==> config.mk <==
export PLATFORM = sky130hd
export DESIGN_NAME = seg7_scan_driver
export DESIGN_NICKNAME = d
export VERILOG_FILES = /design/src/rtl/seg7_pkg.sv /design/src/rtl/seg7_bcd_decoder.sv /design/src/rtl/seg7_scan_driver.sv
export SDC_FILE = /design/constraint.sdc
export NUM_CORES = 1
export LEC_CHECK = 0
export ABC_CLOCK_PERIOD_IN_PS = 3180
export CORE_ASPECT_RATIO = 1.5
export CORE_MARGIN = 10
export CORE_UTILIZATION = 55
export DETAILED_ROUTE_END_ITERATION = 10
export PLACE_DENSITY_LB_ADDON = 0.25
export SLEW_MARGIN = 30
export SYNTH_ARGS = -nofsm -noshare
export SYNTH_HDL_FRONTEND = slang
export SYNTH_SLANG_ARGS = --single-unit
==> constraint.sdc <==
create_clock -name clk -period 3.18 [get_ports clk]
set_input_delay 0.954 -clock clk [delete_from_list [all_inputs] [get_ports clk]]
set_output_delay 0.954 -clock clk [all_outputs]
set_load 0.01 [all_outputs]
==> src/rtl/seg7_pkg.sv <==
// Shared 7-segment constants: segment bit positions, high-true glyphs
// for 0-9 and dash, and a BCD-to-glyph helper.
package seg7_pkg;

   localparam int SEG_A  = 0;
   localparam int SEG_B  = 1;
   localparam int SEG_C  = 2;
   localparam int SEG_D  = 3;
   localparam int SEG_E  = 4;
   localparam int SEG_F  = 5;
   localparam int SEG_G  = 6;
   localparam int SEG_DP = 7;

   // Glyphs are high-true, bit 0 = a ... bit 6 = g.
   localparam logic [6:0] GLYPH_0    = 7'h3F;
   localparam logic [6:0] GLYPH_1    = 7'h06;
   localparam logic [6:0] GLYPH_2    = 7'h5B;
   localparam logic [6:0] GLYPH_3    = 7'h4F;
   localparam logic [6:0] GLYPH_4    = 7'h66;
   localparam logic [6:0] GLYPH_5    = 7'h6D;
   localparam logic [6:0] GLYPH_6    = 7'h7D;
   localparam logic [6:0] GLYPH_7    = 7'h07;
   localparam logic [6:0] GLYPH_8    = 7'h7F;
   localparam logic [6:0] GLYPH_9    = 7'h6F;
   localparam logic [6:0] GLYPH_DASH = 7'h40;

   // All eight segments dark, high-true (dot included).
   localparam logic [7:0] SEG_ALL_OFF = 8'h00;

   // Non-decimal codes 10-15 render as a dash so bad data is visible.
   function automatic logic [6:0] bcd_glyph(input logic [3:0] value);
      logic [6:0] glyph;
      case (value)
         4'd0:    glyph = GLYPH_0;
         4'd1:    glyph = GLYPH_1;
         4'd2:    glyph = GLYPH_2;
         4'd3:    glyph = GLYPH_3;
         4'd4:    glyph = GLYPH_4;
         4'd5:    glyph = GLYPH_5;
         4'd6:    glyph = GLYPH_6;
         4'd7:    glyph = GLYPH_7;
         4'd8:    glyph = GLYPH_8;
         4'd9:    glyph = GLYPH_9;
         default: glyph = GLYPH_DASH;
      endcase
      return glyph;
   endfunction

endpackage

==> src/rtl/seg7_bcd_decoder.sv <==
// Combinational BCD + dot + blank to eight high-true segments.
module seg7_bcd_decoder
   import seg7_pkg::*;
(
   input  logic [3:0] bcd,
   input  logic       dot,
   input  logic       blank,
   output logic [7:0] segments
);

   // Blank wins over everything, including the decimal point.
   always_comb begin
      segments = SEG_ALL_OFF;
      if (!blank) begin
         segments[SEG_G:SEG_A] = bcd_glyph(bcd);
         segments[SEG_DP]      = dot;
      end
   end

endmodule

==> src/rtl/seg7_scan_driver.sv <==
// Multiplexed NUM_DIGITS x 7-segment scan driver with double-buffered
// display data that swaps atomically at frame boundaries.
// Optional blink support is compiled in with `define SEG7_BLINK_EN.
module seg7_scan_driver
   import seg7_pkg::*;
#(
   parameter int NUM_DIGITS = 4,
   parameter int SCAN_DIV   = 50000,
   parameter int ACTIVE_LOW = 1
`ifdef SEG7_BLINK_EN
   ,
   parameter int BLINK_DIV  = 25000000
`endif
) (
   input  logic                      clk,
   input  logic                      reset,
   input  logic [4*NUM_DIGITS-1:0]   digits,
   input  logic [NUM_DIGITS-1:0]     dots,
   input  logic [NUM_DIGITS-1:0]     blank,
   input  logic                      load,
   output logic [7:0]                segments,
   output logic [NUM_DIGITS-1:0]     digit_sel,
   output logic                      frame_done
`ifdef SEG7_BLINK_EN
   ,
   input  logic [NUM_DIGITS-1:0]     blink
`endif
);

   localparam int CNT_W = (SCAN_DIV > 1) ? $clog2(SCAN_DIV) : 1;
   localparam int IDX_W = (NUM_DIGITS > 1) ? $clog2(NUM_DIGITS) : 1;
   localparam logic [CNT_W-1:0]      CNT_MAX = CNT_W'(SCAN_DIV - 1);
   localparam logic [IDX_W-1:0]      IDX_MAX = IDX_W'(NUM_DIGITS - 1);
   localparam logic [NUM_DIGITS-1:0] SEL_ONE = NUM_DIGITS'(1);

   logic [CNT_W-1:0] cnt;
   logic [IDX_W-1:0] idx;
   logic             digit_wrap;
   logic             frame_wrap;

   // Shadow (written by load) and active (displayed) buffers.
   logic [NUM_DIGITS-1:0][3:0] sh_digits, act_digits;
   logic [NUM_DIGITS-1:0]      sh_dots,   act_dots;
   logic [NUM_DIGITS-1:0]      sh_blank,  act_blank;
   logic                       pending;

   logic [3:0]                 cur_bcd;
   logic                       cur_dot;
   logic                       cur_blank;
   logic [7:0]                 dec_seg;
   logic [7:0]                 seg_q;
   logic [NUM_DIGITS-1:0]      sel_q;

   assign digit_wrap = (cnt == CNT_MAX);
   assign frame_wrap = digit_wrap && (idx == IDX_MAX);

   // Refresh counter, digit index and the frame boundary pulse.
   always_ff @(posedge clk or posedge reset) begin
      if (reset) begin
         cnt        <= '0;
         idx        <= '0;
         frame_done <= 1'b0;
      end else begin
         cnt        <= digit_wrap ? '0 : cnt + 1'b1;
         frame_done <= frame_wrap;
         if (digit_wrap)
            idx <= (idx == IDX_MAX) ? '0 : idx + 1'b1;
      end
   end

   // Shadow capture; a load on the swap edge keeps pending set so the
   // fresh value waits for the following frame.
   always_ff @(posedge clk or posedge reset) begin
      if (reset) begin
         sh_digits <= '0;
         sh_dots   <= '0;
         sh_blank  <= '1;
         pending   <= 1'b0;
      end else if (load) begin
         sh_digits <= digits;
         sh_dots   <= dots;
         sh_blank  <= blank;
         pending   <= 1'b1;
      end else if (frame_wrap) begin
         pending   <= 1'b0;
      end
   end

   // Active buffer only changes on the edge that returns the scan to digit 0.
   always_ff @(posedge clk or posedge reset) begin
      if (reset) begin
         act_digits <= '0;
         act_dots   <= '0;
         act_blank  <= '1;
      end else if (frame_wrap && pending) begin
         act_digits <= sh_digits;
         act_dots   <= sh_dots;
         act_blank  <= sh_blank;
      end
   end

`ifdef SEG7_BLINK_EN
   localparam int BLK_W = (BLINK_DIV > 1) ? $clog2(BLINK_DIV) : 1;
   localparam logic [BLK_W-1:0] BLK_MAX = BLK_W'(BLINK_DIV - 1);

   logic [NUM_DIGITS-1:0] sh_blink, act_blink;
   logic [BLK_W-1:0]      blink_cnt;
   logic                  blink_phase;
   logic                  frame_phase;

   // Free-running blink timebase.
   always_ff @(posedge clk or posedge reset) begin
      if (reset) begin
         blink_cnt   <= '0;
         blink_phase <= 1'b0;
      end else if (blink_cnt == BLK_MAX) begin
         blink_cnt   <= '0;
         blink_phase <= ~blink_phase;
      end else begin
         blink_cnt   <= blink_cnt + 1'b1;
      end
   end

   // Blink mask and phase follow the same buffering as blank, so a
   // digit never flips mid-frame.
   always_ff @(posedge clk or posedge reset) begin
      if (reset) begin
         sh_blink    <= '0;
         act_blink   <= '0;
         frame_phase <= 1'b0;
      end else begin
         if (load)
            sh_blink <= blink;
         if (frame_wrap && pending)
            act_blink <= sh_blink;
         if (frame_wrap)
            frame_phase <= blink_phase;
      end
   end

   assign cur_blank = act_blank[idx] | (frame_phase & act_blink[idx]);
`else
   assign cur_blank = act_blank[idx];
`endif

   assign cur_bcd = act_digits[idx];
   assign cur_dot = act_dots[idx];

   seg7_bcd_decoder u_dec (
      .bcd      (cur_bcd),
      .dot      (cur_dot),
      .blank    (cur_blank),
      .segments (dec_seg)
   );

   // Segments and select register together so they always move as a pair.
   always_ff @(posedge clk or posedge reset) begin
      if (reset) begin
         seg_q <= SEG_ALL_OFF;
         sel_q <= '0;
      end else begin
         seg_q <= dec_seg;
         sel_q <= SEL_ONE << idx;
      end
   end

   // Board polarity is applied only at the pins.
   assign segments  = (ACTIVE_LOW != 0) ? ~seg_q : seg_q;
   assign digit_sel = (ACTIVE_LOW != 0) ? ~sel_q : sel_q;

endmodule

## Yosys cells after proc, flatten, opt, wreduce, memory -nomap -nowiden

Memory sizes are Yosys's and may differ from the RTL's.
Index checks and enable logic that the tools add are counted.

| operators by class | value |
|---|---|
| $add $sub $neg | 2 |
| magnitude comparators | 1 |
| equal/unequal tests | 2 |
| shift-type cells | 1 |
| multiplexer cells | 11 |
| bitwise logic cells | 2 |
| reductions and logical operators | 3 |

Operators by type and width:

| cell | count |
|---|---|
| $add 16x1->16 const B | 1 |
| $eq 16x16->1 const B | 1 |
| $mux 16 | 1 |
| $bmux 4 s2 | 1 |
| $mux 8 | 1 |
| $not 8->8 | 1 |
| $bmux 1 s2 | 2 |
| $mux 1 | 4 |
| $mux 4 | 1 |
| $not 4->4 | 1 |
| $shl 1x2->4 const A | 1 |
| $lt 2x3->1 const B | 1 |
| $add 2x1->2 const B | 1 |
| $eq 2x2->1 const B | 1 |
| $logic_and 1x1->1 | 2 |
| $mux 2 | 1 |
| $reduce_bool 2->1 | 1 |

| word-level totals | value |
|---|---|
| flip-flop bits (word level) | 80 |
| ROM bits | 112 |
| output and inout bits | 13 |
| memories kept | 1 |

Memory list:

| memory | depth | bits a word | read ports | clocked after Yosys merged registers in | write ports | line | text |
|---|---|---|---|---|---|---|---|
| (name not given) | 16 | 7 | 1 | 0 | 0 | seg7_pkg.sv:33 | `case (value)` |

## Depth between registers and ports, before layout

Gate-level depths: netlist of run 1.

| logic depth | value |
|---|---|
| depth in word-level cells | 4 |
| gate-level depth with buffers | 7 |
| mapped depth without buffers | 6 |

## Hierarchy

A second synthesis of run 1 with hierarchy kept.

| second synthesis, totals | value |
|---|---|
| cells, all modules | 257 |
| area, all modules | 3,549.7 µm² |

By module, submodules not included:

| module | instances | cells each | area an instance (µm²) | sequential area each (µm²) |
|---|---|---|---|---|
| seg7_scan_driver | 1 | 223 | 3,329.4 | 2,011.9 |
| seg7_bcd_decoder | 1 | 34 | 220.2 | 0.0 |

## Worst setup path after synthesis of run 1

No wires, ideal clock.

| timing path | value |
|---|---|
| path kind | input port to flip-flop |
| from | input load |
| to | register sh_digits[10] (netlist name) |
| arrival | 1.904 ns |
| data required time | 3.055 ns |
| slack | 1.151 ns |
| cell stages on the path | 3 |
| path buffers | 2 |
| path through | clkbuf_1 buf_1 mux2_2 |

RTL lines:

| element | line | text |
|---|---|---|
| from (decl) | seg7_scan_driver.sv:20 | `input logic load,` |
| to (signal assigned) | seg7_scan_driver.sv:80 | `sh_digits <= digits;` |
| to (decl) | seg7_scan_driver.sv:42 | `logic [NUM_DIGITS-1:0][3:0] sh_digits, act_digits;` |

No word-level cell between the ends.

## Final worst setup path of run 1

| timing path | value |
|---|---|
| from | register sel_q[3] |
| to | output digit_sel[3] |

| between the ends | value |
|---|---|
| word-level cells in the longest chain between the ends | 1 |

Ends and longest elaborated chain:

| element | line | text |
|---|---|---|
| from (decl) | seg7_scan_driver.sv:52 | `logic [NUM_DIGITS-1:0] sel_q;` |
| from (signal assigned) | seg7_scan_driver.sv:163 | `sel_q <= SEL_ONE << idx;` |
| $not 4->4 | seg7_scan_driver.sv:169 | `assign digit_sel = (ACTIVE_LOW != 0) ? ~sel_q : sel_q;` |
| to (decl) | seg7_scan_driver.sv:22 | `output logic [NUM_DIGITS-1:0] digit_sel,` |

Every way passes these cells.

==> results of run 1 <==
-- final timing paths --
path | start | end
min in group asynchronous | reset | sh_digits[10]
min | cnt[0] | cnt[0]
max in group asynchronous | reset | act_blank[3]
min reg2reg | cnt[0] | cnt[0]
max | sel_q[3] | digit_sel[3]
max reg2reg | cnt[0] | act_digits[11]
-- synthesized netlist by cell type, drive strengths merged (4+ instances only) --
library cell	number
nand2	11
nor2b	4
and4	5
buf	7
mux4	6
clkbuf	5
o21ai	6
xnor2	4
xor2	9
dfrtp	72
mux2	48
a21oi	4
ha	11
nor2	16
and3	5
dfstp	8
inv	21
nand3	5
-- kinds of logic (layout without fill, tap and decap cells) --
| logic type | Yosys count | count (layout) | synth area share, % |
|---|---|---|---|
| multiplexers | 54 | 54 | 20.9 |
| adder cells (fa/ha/maj) | 11 | 11 | 3.84 |
| flip-flops | 80 | 80 | 56.1 |
| AND/OR/NAND/NOR | 56 | 56 | 8.80 |
| buffers and inverters | 33 | 79 | 4.68 |
| AO/OA/AOI/OAI | 15 | 15 | 2.44 |
| XOR/XNOR | 13 | 13 | 3.18 |
-- final cells by class --
type,instances,share of cell area (%)
Sequential cell,80,47.8
Multi-Input combinational cell,149,33.4
Timing Repair Buffer,42,10.1
Clock buffer,12,3.45
Tap cell,76,2.26
Inverter,21,1.90
Clock inverter,4,1.07
-- layout by cell type, fill, tap and decap left out, types with 2 or more instances in the layout --
cell / Yosys / routed
mux2_4: 20 / 20
nand3_1: 5 / 5
nand4_1: 2 / 2
dfstp_2: 8 / 8
nand2_1: 11 / 11
xor2_1: 9 / 9
mux2_2: 28 / 28
mux4_2: 6 / 6
nor2b_1: 4 / 4
a21oi_1: 4 / 4
clkbuf_1: 5 / 2
nand2b_1: 2 / 2
and4_1: 4 / 4
dfrtp_1: 72 / 72
clkdlybuf4s50_1: 0 / 39
buf_4: 0 / 2
clkinv_2: 0 / 4
and4bb_1: 2 / 2
nor2_1: 16 / 16
inv_1: 21 / 20
xnor2_1: 4 / 4
and3_1: 4 / 4
ha_1: 11 / 11
clkbuf_8: 0 / 10
o21ai_0: 5 / 5
o31ai_1: 3 / 3
-- per-stage QoR --
step / power (W) / setup WS (ps) / std cells / util, %
final: 0.00189 / 920 / 384 / 65.3
after global routing: 0.00196 / 851 / 384 / 65.3
after CTS: 0.00191 / 904 / 384 / 65.3
after detailed placement: 0.00119 / 913 / 368 / 62.4
after global placement: 0.00118 / 932 / 368 / 62.4
after floorplan: 0.00113 / 188 / 262 / -
-- critical path, delay by kind of cell (launching register included) --
| family | cells | cell delay (ps) |
|---|---|---|
| buffers and inverters | 2 | 590 |
| flip-flops | 1 | 380 |
-- power by group --
group	switching (W)	total, W	internal, W	leakage (nW)
registers	0.0000165	0.00107	0.00105	0.988
logic	0.0000376	0.0000973	0.0000596	0.828
clock network	0.000342	0.000723	0.000381	0.100
total	0.000396	0.00189	0.00149	1.92
-- layer usage --
layer | GRT usage [%] | up-vias
met1 | 15.1 | 1048
met5 | 0 | -
met4 | 5.27 | 0
met2 | 21.3 | 31
met3 | 4.37 | 9
li1 | - | 971
-- sequential cells by signal, indices dropped and copies added, names as in the netlist --
| register | flops |
|---|---|
| sh_digits | 16 |
| act_blank | 4 |
| pending | 1 |
| sh_blank | 4 |
| cnt | 16 |
| act_dots | 4 |
| seg_q | 8 |
| act_digits | 16 |
| frame_done | 1 |
| sh_dots | 4 |
| sel_q | 4 |
| idx | 2 |
==> key figures, run 1 <==
Final layout
  – Syn-to-layout area delta: 17.4%
  – Storage cell area: 2010 µm²
  – Post-route cell area: 4210 µm²
  – Fill cell count: about 490
  – Layout Nets: 341
  – Multi-input logic area: around 1400 µm²
  – N_diodes: 0
  – Fraction of layout cells with a size suffix above 1: between 20% and 30%

Yosys
  – Synthesized area per cell: between 10 and 15 µm²
  – Dominant cells by area after synthesis: dfrtp_1, mux2_2, mux2_4
  – Syn_nets: 300
  – Top cell type's share of synthesized area: 50.3%
  – Post-synth cell types: 35
  – Post-synth ARST share: between 90% and 100%
  – Largest area contributor in the netlist: dfrtp_1
  – Number of synthesized flops with an enable pin: 0
  – Syn Inst Count: 262
  – Synth Flop Type: dfrtp_1
  – Share of the yosys chip area belonging to registers: a little under three fifths
  – Synthesized area: 3580 µm²
  – FF+latch count, synth: 80
  – YS warnings: 0

Floorplan
  – Die area: 10200 µm²
  – Ports: 40
  – Starting density of the core: 55.7%
  – Die height: 119 µm
  – # rows: 36
  – Core area: 6440 µm²
  – Die W: 85.9 µm

Detailed routing
  – Top Layer Used: met4
  – Wl on met1: 2560 µm
  – Total number of vias: just over 2k
  – Post-route DRC: 0
  – Routed wl met2: 3290 µm
  – Routed wire per std cell: 16.3 µm
  – Drt via density: 5.36
  – Initial drt markers: 110
  – Routed Antenna Nets: 0
  – WL final: ~6200 µm
  – Met3 Routed Length: 288 µm
  – Pre-Repair DR Iteration Count: 4

Timing
  – Slew at the pin closest to its max-slew limit: 642 ps
  – Final Skew: 10.6 ps
  – Fmax: 442 MHz
  – Final Cycle Share: between 70% and 80%
  – Minimum clock period: roughly 2300 ps
  – # setup viols final: 0
  – Final Hold Fails: 0
  – Final TNS setup: 0 ps
  – RSZ-0062 raised after global routing: false
  – Hold Slack: 481 ps
  – Worst slew margin: 57.1%
  – Max Slew Vio Count: 0

Clock network
  – Clk pin slew, worst setup/hold paths: 80 ps
  – Max clock buf depth: 2
  – Clk_lat worst skew: roughly 350 ps
  – H-tree levels: 3
  – Post_cts resized: 0
  – Clk sinks: 80
  – Clock tree from TritonCTS: yes
  – Postcts setup bufs: 0
  – CTS Hold Bufs: 0
  – Clock root cell: clkbuf_8
  – TritonCTS Buffers: 9

Pwr
  – P per Cell Area: 449 nW/µm²
  – Max IR drop VDD: between 0.2 and 0.3 mV
  – LEAKAGE: around 1.9 nW

Worst setup path
  – Setup slack, reg-to-reg: 1030 ps
  – Worst path slowest cell: clkdlybuf4s50_1
  – Arrival @ worst endpoint: 1310 ps
  – Worst Setup Path Type: flip-flop to primary output
  – CP max stage delay: between 500 and 600 ps
  – Worst Setup Start Kind: flip-flop
  – CP required: 2230 ps
  – Critical path peak fanout: 1
  – CP cell instances: inv_1, clkdlybuf4s50_1
  – Crit. End Element: primary output
  – Worst reg-to-reg path cell count: 5

GRT
  – First-pass GRT wire length: ~11000 µm
  – Grt ovf: 0
  – Largest net degree at the start of global routing: 37
  – Tot GR Track Use: 13.0%
  – Vias in the first global route: between 2k and 2.5k
  – Initial antenna violation count: 0

Flow run
  – Max_cap viols: 0

Placed design
  – Post-DP HPWL: 4400 µm
  – Port bufs: 39
  – Cell Area, Placed: 4020 µm²
  – Final Wtd Congestion: 0.763

Worst hold path
  – Hold path cells: 1
  – Min-delay worst type: flip-flop to flip-flop

Status
  – Status: completed
Note: power is estimated with default switching activity, not from simulation.
==> run 2: changes to the inputs <==
- ABC_CLOCK_PERIOD_IN_PS: 3180 -> 2250
- clock period: 3.18 -> 2.25 ns (I/O delays scaled with it)
==> key figures, run 2 (synthesis results as in run 1) <==
Floorplan
  – Die W: 85.9 µm
  – Die area: 10200 µm²
  – Ports: 40
  – Core area: 6440 µm²
  – Starting density of the core: 55.7%
  – Die height: 119 µm
  – # rows: 36

Timing
  – Worst slew margin: 68.4%
  – Fmax: 492 MHz
  – Final Hold Fails: 0
  – Final Skew: 10.9 ps
  – Max Slew Vio Count: 0
  – # setup viols final: 0
  – Minimum clock period: 2030 ps
  – Final TNS setup: 0 ps
  – Final Cycle Share: 90.3%
  – Slew at the pin closest to its max-slew limit: 475 ps
  – RSZ-0062 raised after global routing: false

Final layout
  – Fraction of layout cells with a size suffix above 1: a little over a quarter
  – Most frequent cells in the layout: dfrtp_1, clkdlybuf4s50_1, mux2_2, mux2_4, inv_1
  – Largest registers: act_digits (16), cnt (16), sh_digits (16)
  – Commonest non-fill, non-tap cell in the layout: dfrtp_1
  – Storage cell area: 2010 µm²
  – N_diodes: 0
  – Layout Nets: 343
  – Multi-input logic area: 1410 µm²
  – Syn-to-layout area delta: 19.1%
  – Fill cell count: 495

Clock network
  – Postcts setup bufs: 0
  – Clock root cell: clkbuf_8
  – Post_cts resized: 0
  – Max clock buf depth: 2
  – Clock tree from TritonCTS: yes
  – Clk_lat worst skew: 350 ps
  – CTS Hold Bufs: 0
  – TritonCTS Buffers: 9
  – Clk sinks: 80
  – Clk pin slew, worst setup/hold paths: 80 ps
  – H-tree levels: 3

Detailed routing
  – Pre-Repair DR Iteration Count: 4
  – Post-route DRC: 0
  – Routed Antenna Nets: 0
  – Total number of vias: ~2.0k
  – Routed wire per std cell: 16.4 µm
  – Initial drt markers: 86
  – WL final: between 6000 and 7000 µm
  – Drt via density: 5.25

Worst setup path
  – Reg2reg end: seg_q[1]
  – CP max stage delay: between 600 and 700 ps
  – Crit path capture: seg_q[1]
  – Worst reg-to-reg path cell count: 6
  – Worst Setup Path Type: flip-flop to flip-flop
  – Worst Setup Start Kind: flip-flop
  – Crit. path cell count: 6
  – CP required: 2520 ps
  – Crit. Startpoint: idx[0]
  – Cell mode on critical path: nor2_1
  – Crit path max-delay family: multiplexers
  – CP cell instances: mux4_2, inv_1, ha_1, nor2_1, nor2_1, nor2_1
  – Worst R2R Start: idx[0]
  – Worst Path Buf+Inv: 1
  – Arrival @ worst endpoint: approximately 2300 ps
  – Setup slack, reg-to-reg: between 200 and 250 ps
  – Crit. End Element: flip-flop
  – Worst path slowest cell: mux4_2
  – Critical path peak fanout: 9

GRT
  – Tot GR Track Use: 13.3%
  – First-pass GRT wire length: 10800 µm
  – Largest net degree at the start of global routing: 81
  – Initial antenna violation count: 0
  – Grt ovf: 0
  – Vias in the first global route: 2230

Worst hold path
  – Min-delay worst type: flip-flop to flip-flop

Placed design
  – Final Wtd Congestion: 0.803
  – Post-DP HPWL: 4530 µm
  – Port bufs: 39

Pwr
  – P per Cell Area: 660 nW/µm²
  – Max IR drop VDD: 0.346 mV
  – LEAKAGE: roughly 1.9 nW
  – Tot Pwr: 0.00282 W

Flow run
  – Max_cap viols: 0

Status
  – Status: completed
-- run 2: changes by cell type in the layout (fill, tap and decap cells not counted), sizes merged --
cell,delta
clkinv,-4
buf,+2
clkinvlp,+2
bufinv,+1
inv,+1
-- run 2: per-stage QoR --
stage	hold WS (ps)	utilization, %	worst slack, ps	area, µm²	cells
after floorplan	448	-	445	3590	262
after global routing	524	66.3	30.8	4270	386
final	489	66.3	218	4270	386
after detailed placement	471	62.8	237	4050	370
after CTS	489	66.3	209	4270	386
after global placement	457	62.8	282	4050	370
-- run 2: worst min-delay path by stage --
stage,start,cells past startpoint,to
after CTS,pending,1,pending
after global placement,cnt[0],1,cnt[0]
after floorplan,cnt[0],1,cnt[0]
after detailed placement,pending,1,pending
final,cnt[0],1,cnt[0]
after global routing,cnt[0],1,cnt[0]
-- run 2: power by group --
part	leakage [nW]	switching, W	internal [W]
combinational	0.841	0.0000527	0.0000858
clock	0.107	0.000504	0.000660
sequential	0.988	0.0000270	0.00149
-- run 2: routing by layer --
layer	vias up	routed length, µm	global-route usage, %
met1	1016	2570	13.9
met2	28	3430	22.9
met5	-	0	0
met4	0	83	5.06
li1	977	-	-
met3	7	253	5.25
-- run 2: layout make-up --
| cell class | instances | share of cell area [%] |
|---|---|---|
| multi-input cells | 149 | 32.9 |
| clock buffers | 12 | 3.40 |
| clock inverters | 4 | 1.79 |
| repair buffers | 44 | 10.6 |
| inverters | 21 | 1.93 |
| flip-flops and latches | 80 | 47.1 |
| well taps | 76 | 2.23 |
-- run 2: worst register-to-register path, delay by kind of cell (launching register included) --
kind / cells / cell delay [ps]
muxes: 1 / 670
DFF: 1 / 640
adders and majority gates: 1 / 250
and+or+nand+nor: 3 / 250
buffers and inverters: 1 / 140
